### src/rtl/xblock_rf_mt_if.sv
// xblock_rf_mt_if -- bus between the CU/ALU/LSU side and the multi-thread
// register file.
//   master : drives control, decode fields, write data and load returns;
//            receives the read data, rd_valid and busy.
//   slave  : the register file.
// Per-thread vectors are packed [thread][bit], so thread t occupies bits
// [t*DATA_WIDTH +: DATA_WIDTH] of the flattened vector.
interface xblock_rf_mt_if #(
    parameter int NUM_THREADS = 4,
    parameter int NUM_REGS    = 16,
    parameter int DATA_WIDTH  = 16,
    parameter int IMM_WIDTH   = 8
) ();
    localparam int AW = $clog2(NUM_REGS);

    logic                                    rf_enable;
    logic [3:0]                              cu_state;
    logic [DATA_WIDTH-1:0]                   cu_id;
    logic                                    cu_id_load;
    logic [NUM_THREADS-1:0]                  thread_mask;
    logic [AW-1:0]                           decoded_rd;
    logic [AW-1:0]                           decoded_rs1;
    logic [AW-1:0]                           decoded_rs2;
    logic [AW-1:0]                           decoded_rimm;
    logic [IMM_WIDTH-1:0]                    decoded_imm;
    logic                                    is_alu;
    logic                                    is_const;
    logic                                    is_read;
    logic                                    rf_ren;
    logic                                    rf_wen;
    logic [NUM_THREADS-1:0][DATA_WIDTH-1:0]  alu_out_data;
    logic [NUM_THREADS-1:0][DATA_WIDTH-1:0]  lsu_load_data;
    logic [NUM_THREADS-1:0]                  lsu_load_valid;
    logic [NUM_THREADS-1:0][DATA_WIDTH-1:0]  rs1_data;
    logic [NUM_THREADS-1:0][DATA_WIDTH-1:0]  rs2_data;
    logic [NUM_THREADS-1:0][DATA_WIDTH-1:0]  rimm_data;
    logic                                    rd_valid;
    logic [NUM_THREADS-1:0]                  busy;

    modport master (
        output rf_enable, cu_state, cu_id, cu_id_load, thread_mask,
               decoded_rd, decoded_rs1, decoded_rs2, decoded_rimm, decoded_imm,
               is_alu, is_const, is_read, rf_ren, rf_wen,
               alu_out_data, lsu_load_data, lsu_load_valid,
        input  rs1_data, rs2_data, rimm_data, rd_valid, busy
    );

    modport slave (
        input  rf_enable, cu_state, cu_id, cu_id_load, thread_mask,
               decoded_rd, decoded_rs1, decoded_rs2, decoded_rimm, decoded_imm,
               is_alu, is_const, is_read, rf_ren, rf_wen,
               alu_out_data, lsu_load_data, lsu_load_valid,
        output rs1_data, rs2_data, rimm_data, rd_valid, busy
    );
endinterface

### src/rtl/xblock_rf_mt.sv
// xblock_rf_mt -- per-thread register file for one compute unit.
// Each thread has NUM_REGS registers; the top three are read-only
// (CUIdx, CUWidth, ThreadIdx). Reads in REQ register rs1/rs2/rimm data with
// 1-cycle latency; writebacks in WRITEBACK take ALU > const > load data.
// A load whose data is not ready at writeback is parked (busy/pend_rd) and
// written whenever its data arrives, in any CU state.
// Ports: clk, reset (async, active high), bus (xblock_rf_mt_if.slave).
// Optional feature: define RF_BYPASS_EN to forward a late-load write to a
// same-cycle read of the same register.

module xblock_rf_mt_lane #(
    parameter int NUM_REGS   = 16,
    parameter int DATA_WIDTH = 16,
    parameter int IMM_WIDTH  = 8,
    parameter int CU_WIDTH   = 4,
    parameter int THREAD_ID  = 0,
    parameter int AW         = 4
) (
    input  logic                  clk,
    input  logic                  reset,
    input  logic                  rf_enable,
    input  logic                  active,
    input  logic                  read_go,
    input  logic                  wb_go,
    input  logic [DATA_WIDTH-1:0] cu_idx,
    input  logic [AW-1:0]         rd,
    input  logic [AW-1:0]         rs1,
    input  logic [AW-1:0]         rs2,
    input  logic [AW-1:0]         rimm,
    input  logic [IMM_WIDTH-1:0]  imm,
    input  logic                  is_alu,
    input  logic                  is_const,
    input  logic                  is_read,
    input  logic [DATA_WIDTH-1:0] alu_data,
    input  logic [DATA_WIDTH-1:0] lsu_data,
    input  logic                  lsu_valid,
    output logic [DATA_WIDTH-1:0] rs1_q,
    output logic [DATA_WIDTH-1:0] rs2_q,
    output logic [DATA_WIDTH-1:0] rimm_q,
    output logic                  busy
);
    localparam int          NW      = NUM_REGS - 3;
    localparam logic [AW-1:0] IDX_CU  = AW'(NUM_REGS - 3);
    localparam logic [AW-1:0] IDX_CW  = AW'(NUM_REGS - 2);

    logic [DATA_WIDTH-1:0] regs [NW];
    logic [AW-1:0]         pend_rd;
    logic                  wb_en, wb_defer, wb_wr, late_en, late_wr;
    logic [DATA_WIDTH-1:0] wb_data;
    logic [DATA_WIDTH-1:0] rs1_nxt, rs2_nxt, rimm_nxt;

    function automatic logic [DATA_WIDTH-1:0] src(input logic [AW-1:0] a);
        if (a == IDX_CU)      return cu_idx;
        else if (a == IDX_CW) return DATA_WIDTH'(CU_WIDTH);
        else if (a > IDX_CW)  return DATA_WIDTH'(THREAD_ID);
`ifdef RF_BYPASS_EN
        else if (late_wr && a == pend_rd) return lsu_data;
`endif
        else                  return regs[a];
    endfunction

    always_comb begin
        wb_en    = wb_go && active && (is_alu || is_const || is_read);
        // load without data yet: park it instead of writing
        wb_defer = wb_en && !is_alu && !is_const && !lsu_valid;
        wb_wr    = wb_en && !wb_defer && (rd < IDX_CU);
        // the parked load completes regardless of mask; it was issued while active
        late_en  = rf_enable && busy && lsu_valid;
        late_wr  = late_en && (pend_rd < IDX_CU);
        if (is_alu)        wb_data = alu_data;
        else if (is_const) wb_data = {{(DATA_WIDTH-IMM_WIDTH){imm[IMM_WIDTH-1]}}, imm};
        else               wb_data = lsu_data;
        rs1_nxt  = src(rs1);
        rs2_nxt  = src(rs2);
        rimm_nxt = src(rimm);
    end

    always_ff @(posedge clk or posedge reset) begin
        if (reset) begin
            for (int i = 0; i < NW; i++) regs[i] <= '0;
            pend_rd <= '0;
            busy    <= 1'b0;
            rs1_q   <= '0;
            rs2_q   <= '0;
            rimm_q  <= '0;
        end else begin
            if (late_wr) regs[pend_rd] <= lsu_data;
            // writeback is assigned last so it wins on a same-register collision
            if (wb_wr)   regs[rd] <= wb_data;
            if (wb_defer) begin
                busy    <= 1'b1;
                pend_rd <= rd;
            end else if (late_en) begin
                busy    <= 1'b0;
            end
            if (read_go && active) begin
                rs1_q  <= rs1_nxt;
                rs2_q  <= rs2_nxt;
                rimm_q <= rimm_nxt;
            end
        end
    end
endmodule

module xblock_rf_mt #(
    parameter int NUM_THREADS = 4,
    parameter int NUM_REGS    = 16,
    parameter int DATA_WIDTH  = 16,
    parameter int IMM_WIDTH   = 8,
    parameter int CU_IDX      = 0,
    parameter int CU_WIDTH    = 4
) (
    input  logic           clk,
    input  logic           reset,
    xblock_rf_mt_if.slave  bus
);
    localparam int         AW     = $clog2(NUM_REGS);
    localparam logic [3:0] ST_REQ = 4'd3;
    localparam logic [3:0] ST_WB  = 4'd6;

    logic [DATA_WIDTH-1:0] cu_idx;
    logic                  read_go, wb_go;

    assign read_go = bus.rf_enable && bus.cu_state == ST_REQ && bus.rf_ren;
    assign wb_go   = bus.rf_enable && bus.cu_state == ST_WB  && bus.rf_wen;

    // CUIdx is identical in every thread, so one copy serves all lanes
    always_ff @(posedge clk or posedge reset) begin
        if (reset) begin
            cu_idx       <= DATA_WIDTH'(CU_IDX);
            bus.rd_valid <= 1'b0;
        end else begin
            if (bus.rf_enable && bus.cu_id_load) cu_idx <= bus.cu_id;
            bus.rd_valid <= read_go;
        end
    end

    for (genvar t = 0; t < NUM_THREADS; t++) begin : g_lane
        xblock_rf_mt_lane #(
            .NUM_REGS(NUM_REGS), .DATA_WIDTH(DATA_WIDTH), .IMM_WIDTH(IMM_WIDTH),
            .CU_WIDTH(CU_WIDTH), .THREAD_ID(t), .AW(AW)
        ) u_lane (
            .clk       (clk),
            .reset     (reset),
            .rf_enable (bus.rf_enable),
            .active    (bus.thread_mask[t]),
            .read_go   (read_go),
            .wb_go     (wb_go),
            .cu_idx    (cu_idx),
            .rd        (bus.decoded_rd),
            .rs1       (bus.decoded_rs1),
            .rs2       (bus.decoded_rs2),
            .rimm      (bus.decoded_rimm),
            .imm       (bus.decoded_imm),
            .is_alu    (bus.is_alu),
            .is_const  (bus.is_const),
            .is_read   (bus.is_read),
            .alu_data  (bus.alu_out_data[t]),
            .lsu_data  (bus.lsu_load_data[t]),
            .lsu_valid (bus.lsu_load_valid[t]),
            .rs1_q     (bus.rs1_data[t]),
            .rs2_q     (bus.rs2_data[t]),
            .rimm_q    (bus.rimm_data[t]),
            .busy      (bus.busy[t])
        );
    end
endmodule
### src/flat_wrapper.sv
// flat-port wrapper written by rule: the top's interface ports become plain ports
module xblock_rf_mt_flat 
#(
    parameter int NUM_THREADS = 4,
    parameter int NUM_REGS    = 16,
    parameter int DATA_WIDTH  = 16,
    parameter int IMM_WIDTH   = 8,
    parameter int CU_IDX      = 0,
    parameter int CU_WIDTH    = 4
)
  (clk, reset, bus_rf_enable, bus_cu_state, bus_cu_id, bus_cu_id_load, bus_thread_mask, bus_decoded_rd, bus_decoded_rs1, bus_decoded_rs2, bus_decoded_rimm, bus_decoded_imm, bus_is_alu, bus_is_const, bus_is_read, bus_rf_ren, bus_rf_wen, bus_alu_out_data, bus_lsu_load_data, bus_lsu_load_valid, bus_rs1_data, bus_rs2_data, bus_rimm_data, bus_rd_valid, bus_busy);
  xblock_rf_mt_if #(.NUM_THREADS(NUM_THREADS), .NUM_REGS(NUM_REGS), .DATA_WIDTH(DATA_WIDTH), .IMM_WIDTH(IMM_WIDTH)) bus_i ();
  input  logic clk;
  input  logic reset;
  input wire logic [$bits(bus_i.rf_enable)-1:0] bus_rf_enable;
  input wire logic [$bits(bus_i.cu_state)-1:0] bus_cu_state;
  input wire logic [$bits(bus_i.cu_id)-1:0] bus_cu_id;
  input wire logic [$bits(bus_i.cu_id_load)-1:0] bus_cu_id_load;
  input wire logic [$bits(bus_i.thread_mask)-1:0] bus_thread_mask;
  input wire logic [$bits(bus_i.decoded_rd)-1:0] bus_decoded_rd;
  input wire logic [$bits(bus_i.decoded_rs1)-1:0] bus_decoded_rs1;
  input wire logic [$bits(bus_i.decoded_rs2)-1:0] bus_decoded_rs2;
  input wire logic [$bits(bus_i.decoded_rimm)-1:0] bus_decoded_rimm;
  input wire logic [$bits(bus_i.decoded_imm)-1:0] bus_decoded_imm;
  input wire logic [$bits(bus_i.is_alu)-1:0] bus_is_alu;
  input wire logic [$bits(bus_i.is_const)-1:0] bus_is_const;
  input wire logic [$bits(bus_i.is_read)-1:0] bus_is_read;
  input wire logic [$bits(bus_i.rf_ren)-1:0] bus_rf_ren;
  input wire logic [$bits(bus_i.rf_wen)-1:0] bus_rf_wen;
  input wire logic [$bits(bus_i.alu_out_data)-1:0] bus_alu_out_data;
  input wire logic [$bits(bus_i.lsu_load_data)-1:0] bus_lsu_load_data;
  input wire logic [$bits(bus_i.lsu_load_valid)-1:0] bus_lsu_load_valid;
  output wire logic [$bits(bus_i.rs1_data)-1:0] bus_rs1_data;
  output wire logic [$bits(bus_i.rs2_data)-1:0] bus_rs2_data;
  output wire logic [$bits(bus_i.rimm_data)-1:0] bus_rimm_data;
  output wire logic [$bits(bus_i.rd_valid)-1:0] bus_rd_valid;
  output wire logic [$bits(bus_i.busy)-1:0] bus_busy;
  assign bus_i.rf_enable = bus_rf_enable;
  assign bus_i.cu_state = bus_cu_state;
  assign bus_i.cu_id = bus_cu_id;
  assign bus_i.cu_id_load = bus_cu_id_load;
  assign bus_i.thread_mask = bus_thread_mask;
  assign bus_i.decoded_rd = bus_decoded_rd;
  assign bus_i.decoded_rs1 = bus_decoded_rs1;
  assign bus_i.decoded_rs2 = bus_decoded_rs2;
  assign bus_i.decoded_rimm = bus_decoded_rimm;
  assign bus_i.decoded_imm = bus_decoded_imm;
  assign bus_i.is_alu = bus_is_alu;
  assign bus_i.is_const = bus_is_const;
  assign bus_i.is_read = bus_is_read;
  assign bus_i.rf_ren = bus_rf_ren;
  assign bus_i.rf_wen = bus_rf_wen;
  assign bus_i.alu_out_data = bus_alu_out_data;
  assign bus_i.lsu_load_data = bus_lsu_load_data;
  assign bus_i.lsu_load_valid = bus_lsu_load_valid;
  assign bus_rs1_data = bus_i.rs1_data;
  assign bus_rs2_data = bus_i.rs2_data;
  assign bus_rimm_data = bus_i.rimm_data;
  assign bus_rd_valid = bus_i.rd_valid;
  assign bus_busy = bus_i.busy;
  xblock_rf_mt #(.NUM_THREADS(NUM_THREADS), .NUM_REGS(NUM_REGS), .DATA_WIDTH(DATA_WIDTH), .IMM_WIDTH(IMM_WIDTH), .CU_IDX(CU_IDX), .CU_WIDTH(CU_WIDTH)) u_core (.clk(clk), .reset(reset), .bus(bus_i));
endmodule
### config.mk
export PLATFORM = sky130hd
export DESIGN_NAME = xblock_rf_mt_flat
export DESIGN_NICKNAME = d
export VERILOG_FILES = /design/src/rtl/xblock_rf_mt_if.sv /design/src/rtl/xblock_rf_mt.sv /design/src/flat_wrapper.sv
export SDC_FILE = /design/constraint.sdc
export NUM_CORES = 2
export LEC_CHECK = 0
export CAP_MARGIN = 20
export CORE_MARGIN = 5
export CORE_UTILIZATION = 47
export CTS_BUF_LIST = sky130_fd_sc_hd__clkbuf_8
export CTS_CLUSTER_SIZE = 16
export DETAILED_ROUTE_END_ITERATION = 7
export HOLD_SLACK_MARGIN = 0.03
export PLACE_DENSITY = 0.68
export SYNTH_ARGS = -nofsm -noshare
export SYNTH_HDL_FRONTEND = slang
export SYNTH_SLANG_ARGS = --single-unit
### constraint.sdc
create_clock -name clk -period 30.4 [get_ports clk]
set_clock_uncertainty 0.1 [all_clocks]
set_input_delay 3.04 -clock clk [delete_from_list [all_inputs] [get_ports clk]]
set_output_delay 3.04 -clock clk [all_outputs]
set_load 0.005 [all_outputs]
==> results.py <==
metrics = {
    "sta": {
        "finalSetupTns_ps": 0,
        "rsz0062_at_grt": "false",
        "setup_viol": 0,
        "worst_slew_pin_tran_ps": 1360,
        "final_critical_path_setup_slack_ps": 23820,
        "period_needed_ps": 6579,
        "maxSlewViolCount": 0,
        "finalHoldViolCount": 0,
        "normalized_max_slew_margin_pct": 9.328,
        "maxClockFrequency_mhz": 152.0,
        "post-route-period-util_pct": 21.64,
    },
    "route": {
        "drt-wirelength-per-cell_um": 34.46,
        "detail_route.iter0.violations": 9116,
        "drt_pass1_iterations": 7,
        "dr_total_vias": 60380,
        "number_of_drc_violations_after_detailed_routing": 0,
        "routed_wl_mm": 297.3,
        "drt-vias-per-instance": 6.998,
        "detail-route-antenna-nets": 0,
    },
    "power_and_ir_drop": {
        "static-leakage-power_nw": 34.12,
        "power.ir.vdd_worst_mv": 0.04779,
        "total_power_mw": 3.590,
        "p_switching_mw": 1.123,
        "power_density_nw_per_um2": 45.93,
        "combPwrFrac_pct": 16.8,
        "seq_power_share_pct": 44.5,
        "p_int_mw": 2.467,
        "p_clk_share_pct": 38.7,
        "netSwitchingFraction_pct": 31.27,
    },
    "place": {
        "placedCellCount": 8251,
        "io_buffers": 385,
        "hpwlAfterDp_mm": 186.0,
        "finalWeightedCongestion": 0.9459,
        "pre_cts_ws_ps": 22780,
    },
    "global_routing": {
        "grt_overflow": 0,
        "grt_start_max_net_pins": 168,
        "track_usage_pct": 37.77,
        "initial_antenna_violation_count": 49,
        "wire_length_of_the_first_global_routing_pass_mm": 421.3,
        "number_of_global_route_vias_before_repair": 58250,
    },
    "synthesis": {
        "postSynth.asyncResetShare_pct": 100.0,
        "synth_seq_area_share_pct": 38.51,
        "synth-edff-count": 0,
        "synthXorXnorAreaFrac_pct": 0,
        "share_of_synthesized_cell_area_in_full_adder_half_adder_and_majority_cells_pct": 0,
        "mappedNetlistNets": 6605,
        "ys.warnings.count": 0,
        "synth_area_in_simple_gates_pct": 9.340,
        "synth-seq-cells": 1061,
        "synth_mux_area_share_pct": 36.82,
        "syn_inst": 6416,
        "predominant_post_synthesis_flop_cell": "dfrtp_1",
        "avgSynthCellArea_um2": 10.75,
        "mapped_area_um2": 68950,
        "synth_compound_gate_area_share_pct": 10.98,
        "combinational_family_with_the_most_area_after_synthesis": "multiplexers",
        "yosysUniqueCellTypes": 68,
    },
    "cells_and_area": {
        "num-nets-final": 6717,
        "post-route-util_pct": 53.62,
        "syn2layout_area_growth_pct": 13.34,
        "layout-drive-gt1-share_pct": 17.35,
        "instances_no_fill": 8627,
        "most_used_cells_in_the_layout_excluding_fill_and_tap_cells": "mux2i_1, dfrtp_1, nor2_1",
        "final_common_cell": "mux2i_1",
    },
    "clock_network": {
        "worstSkewPairLatency_ps": 1000,
        "cts_hold_buffers": 0,
        "post_cts_buffers": 0,
        "htree_num_levels": 4,
        "clock-root-buffer": "clkbuf_8",
        "cts.repair.resized": 0,
        "path_clk_slew_ps": 60,
        "clock_path_buffers": 3,
        "number_of_buffers_added_by_the_clock_tree_synthesis_step": 186,
        "cts_sinks": 1061,
        "tritoncts": "built",
    },
    "setup_path": {
        "worst-endpoint-required_ps": 31270,
        "start_kind": "primary input",
        "timing.critical_path.to_type": "asynchronous set/reset pin",
        "worst_ep_arrival_time_ps": 7450,
        "reg2reg_setup_slack_ps": 27210,
        "worst-path-max-fanout": 167,
        "timing_worst_setup_path_type": "in2async",
    },
    "floorplanning": {
        "die_w_um": 393.0,
        "pin_count": 386,
        "die_height_um": 393.0,
        "core_um2": 145700,
        "initial_core_util_pct": 47.31,
        "die_area_um2": 154500,
        "rows": 140,
    },
    "min_path": {
        "timing.hold.worst.class": "reg2reg",
    },
    "run_status": {
        "status": "complete, no violations",
    },
    "job": {
        "timing.max_cap.violations": 0,
    },
}
path summary, 6_finish.rpt:
kind                                                               start                                             to  cells past startpoint
max                                                                reset    u_core.g_lane[0].u_lane.regs[108]$_DFF_PP0_                      6
min                        u_core.g_lane[1].u_lane.rimm_q[8]$_DFFE_PP0P_  u_core.g_lane[1].u_lane.rimm_q[8]$_DFFE_PP0P_                      1
max reg2reg                     u_core.g_lane[3].u_lane.busy$_DFFE_PP0P_     u_core.g_lane[3].u_lane.regs[72]$_DFF_PP0_                      6
min reg2reg                u_core.g_lane[1].u_lane.rimm_q[8]$_DFFE_PP0P_  u_core.g_lane[1].u_lane.rimm_q[8]$_DFFE_PP0P_                      1
max in group clk                                     bus_decoded_rimm[1]  u_core.g_lane[0].u_lane.rimm_q[6]$_DFFE_PP0P_                      8
min in group asynchronous                                          reset    u_core.g_lane[2].u_lane.regs[172]$_DFF_PP0_                      2
cell usage after synthesis, types with 38 or more instances:
cell	number	share of area, %
nor2_1	862	4.7
dfrtp_1	1061	39
mux2_2	38	0.62
buf_2	138	1.0
o21ai_0	113	0.82
buf_4	39	0.42
mux2i_1	1361	20
o21a_1	45	0.49
nand4_1	59	0.54
o211ai_1	45	0.49
nand2_1	308	1.7
mux4_2	502	16
buf_1	39	0.21
o22ai_1	53	0.48
a21oi_1	757	5.5
clkbuf_1	464	2.5
per-layer routing:
layer	routed length, um	share of wire (%)	track usage [%]
met2	122300	41	52.39
met3	48120	16	17.49
met4	23380	7.9	25.04
met1	103300	35	47.09
met5	261	0.088	0.2552
final cells by class:
| class | count | area [um2] |
|---|---|---|
| fill | 12640 | 67590 |
| multi-input combinational | 4657 | 39600 |
| sequential | 1061 | 26550 |
| timing repair buffer | 612 | 5659 |
| clock buffer | 238 | 3276 |
| tap | 1917 | 2399 |
| clock inverter | 90 | 513.0 |
| antenna | 42 | 105.1 |
| inverter | 10 | 45.04 |
critical path, stage by stage:
cell             delay (ps)
clkdlybuf4s50_1         460
clkinvlp_4              550
buf_4                   820
buf_4                   770
buf_12                  700
buf_4                   820
logic make-up after synthesis:
| kind of cell | after synthesis |
|---|---|
| AND/OR/NAND/NOR | 1466 |
| multiplexers | 1904 |
| buffers and inverters | 698 |
| AO/OA/AOI/OAI | 1287 |
| flip-flops | 1061 |
through the flow:
step,hold WS (ps),instance area [um2]
5_1_grt,416.9,78060
3_3_place_gp,377.5,74150
6_report,393.8,78150
3_5_place_dp,384.4,74170
2_1_floorplan,373.3,68950
4_1_cts,399.8,77960
state kept, by name, indices dropped and copies added (netlist names):
| signal | flops |
|---|---|
| u_core.bus.rd_valid | 1 |
| u_core.cu_idx | 16 |
| u_core.g_lane.u_lane.busy | 4 |
| u_core.g_lane.u_lane.pend_rd | 16 |
| u_core.g_lane.u_lane.regs | 832 |
| u_core.g_lane.u_lane.rimm_q | 64 |
| u_core.g_lane.u_lane.rs1_q | 64 |
| u_core.g_lane.u_lane.rs2_q | 64 |
power by group through the flow:
stage	Sequential (mW)	Combinational [mW]	Clock (mW)
finish	1.60	0.603	1.39
global route	1.60	0.628	1.45
CTS	1.59	0.587	1.39
detailed placement	1.61	0.585	0
global placement	1.61	0.577	0
floorplan	1.57	0.288	0
(Power assumes the default switching activity.)
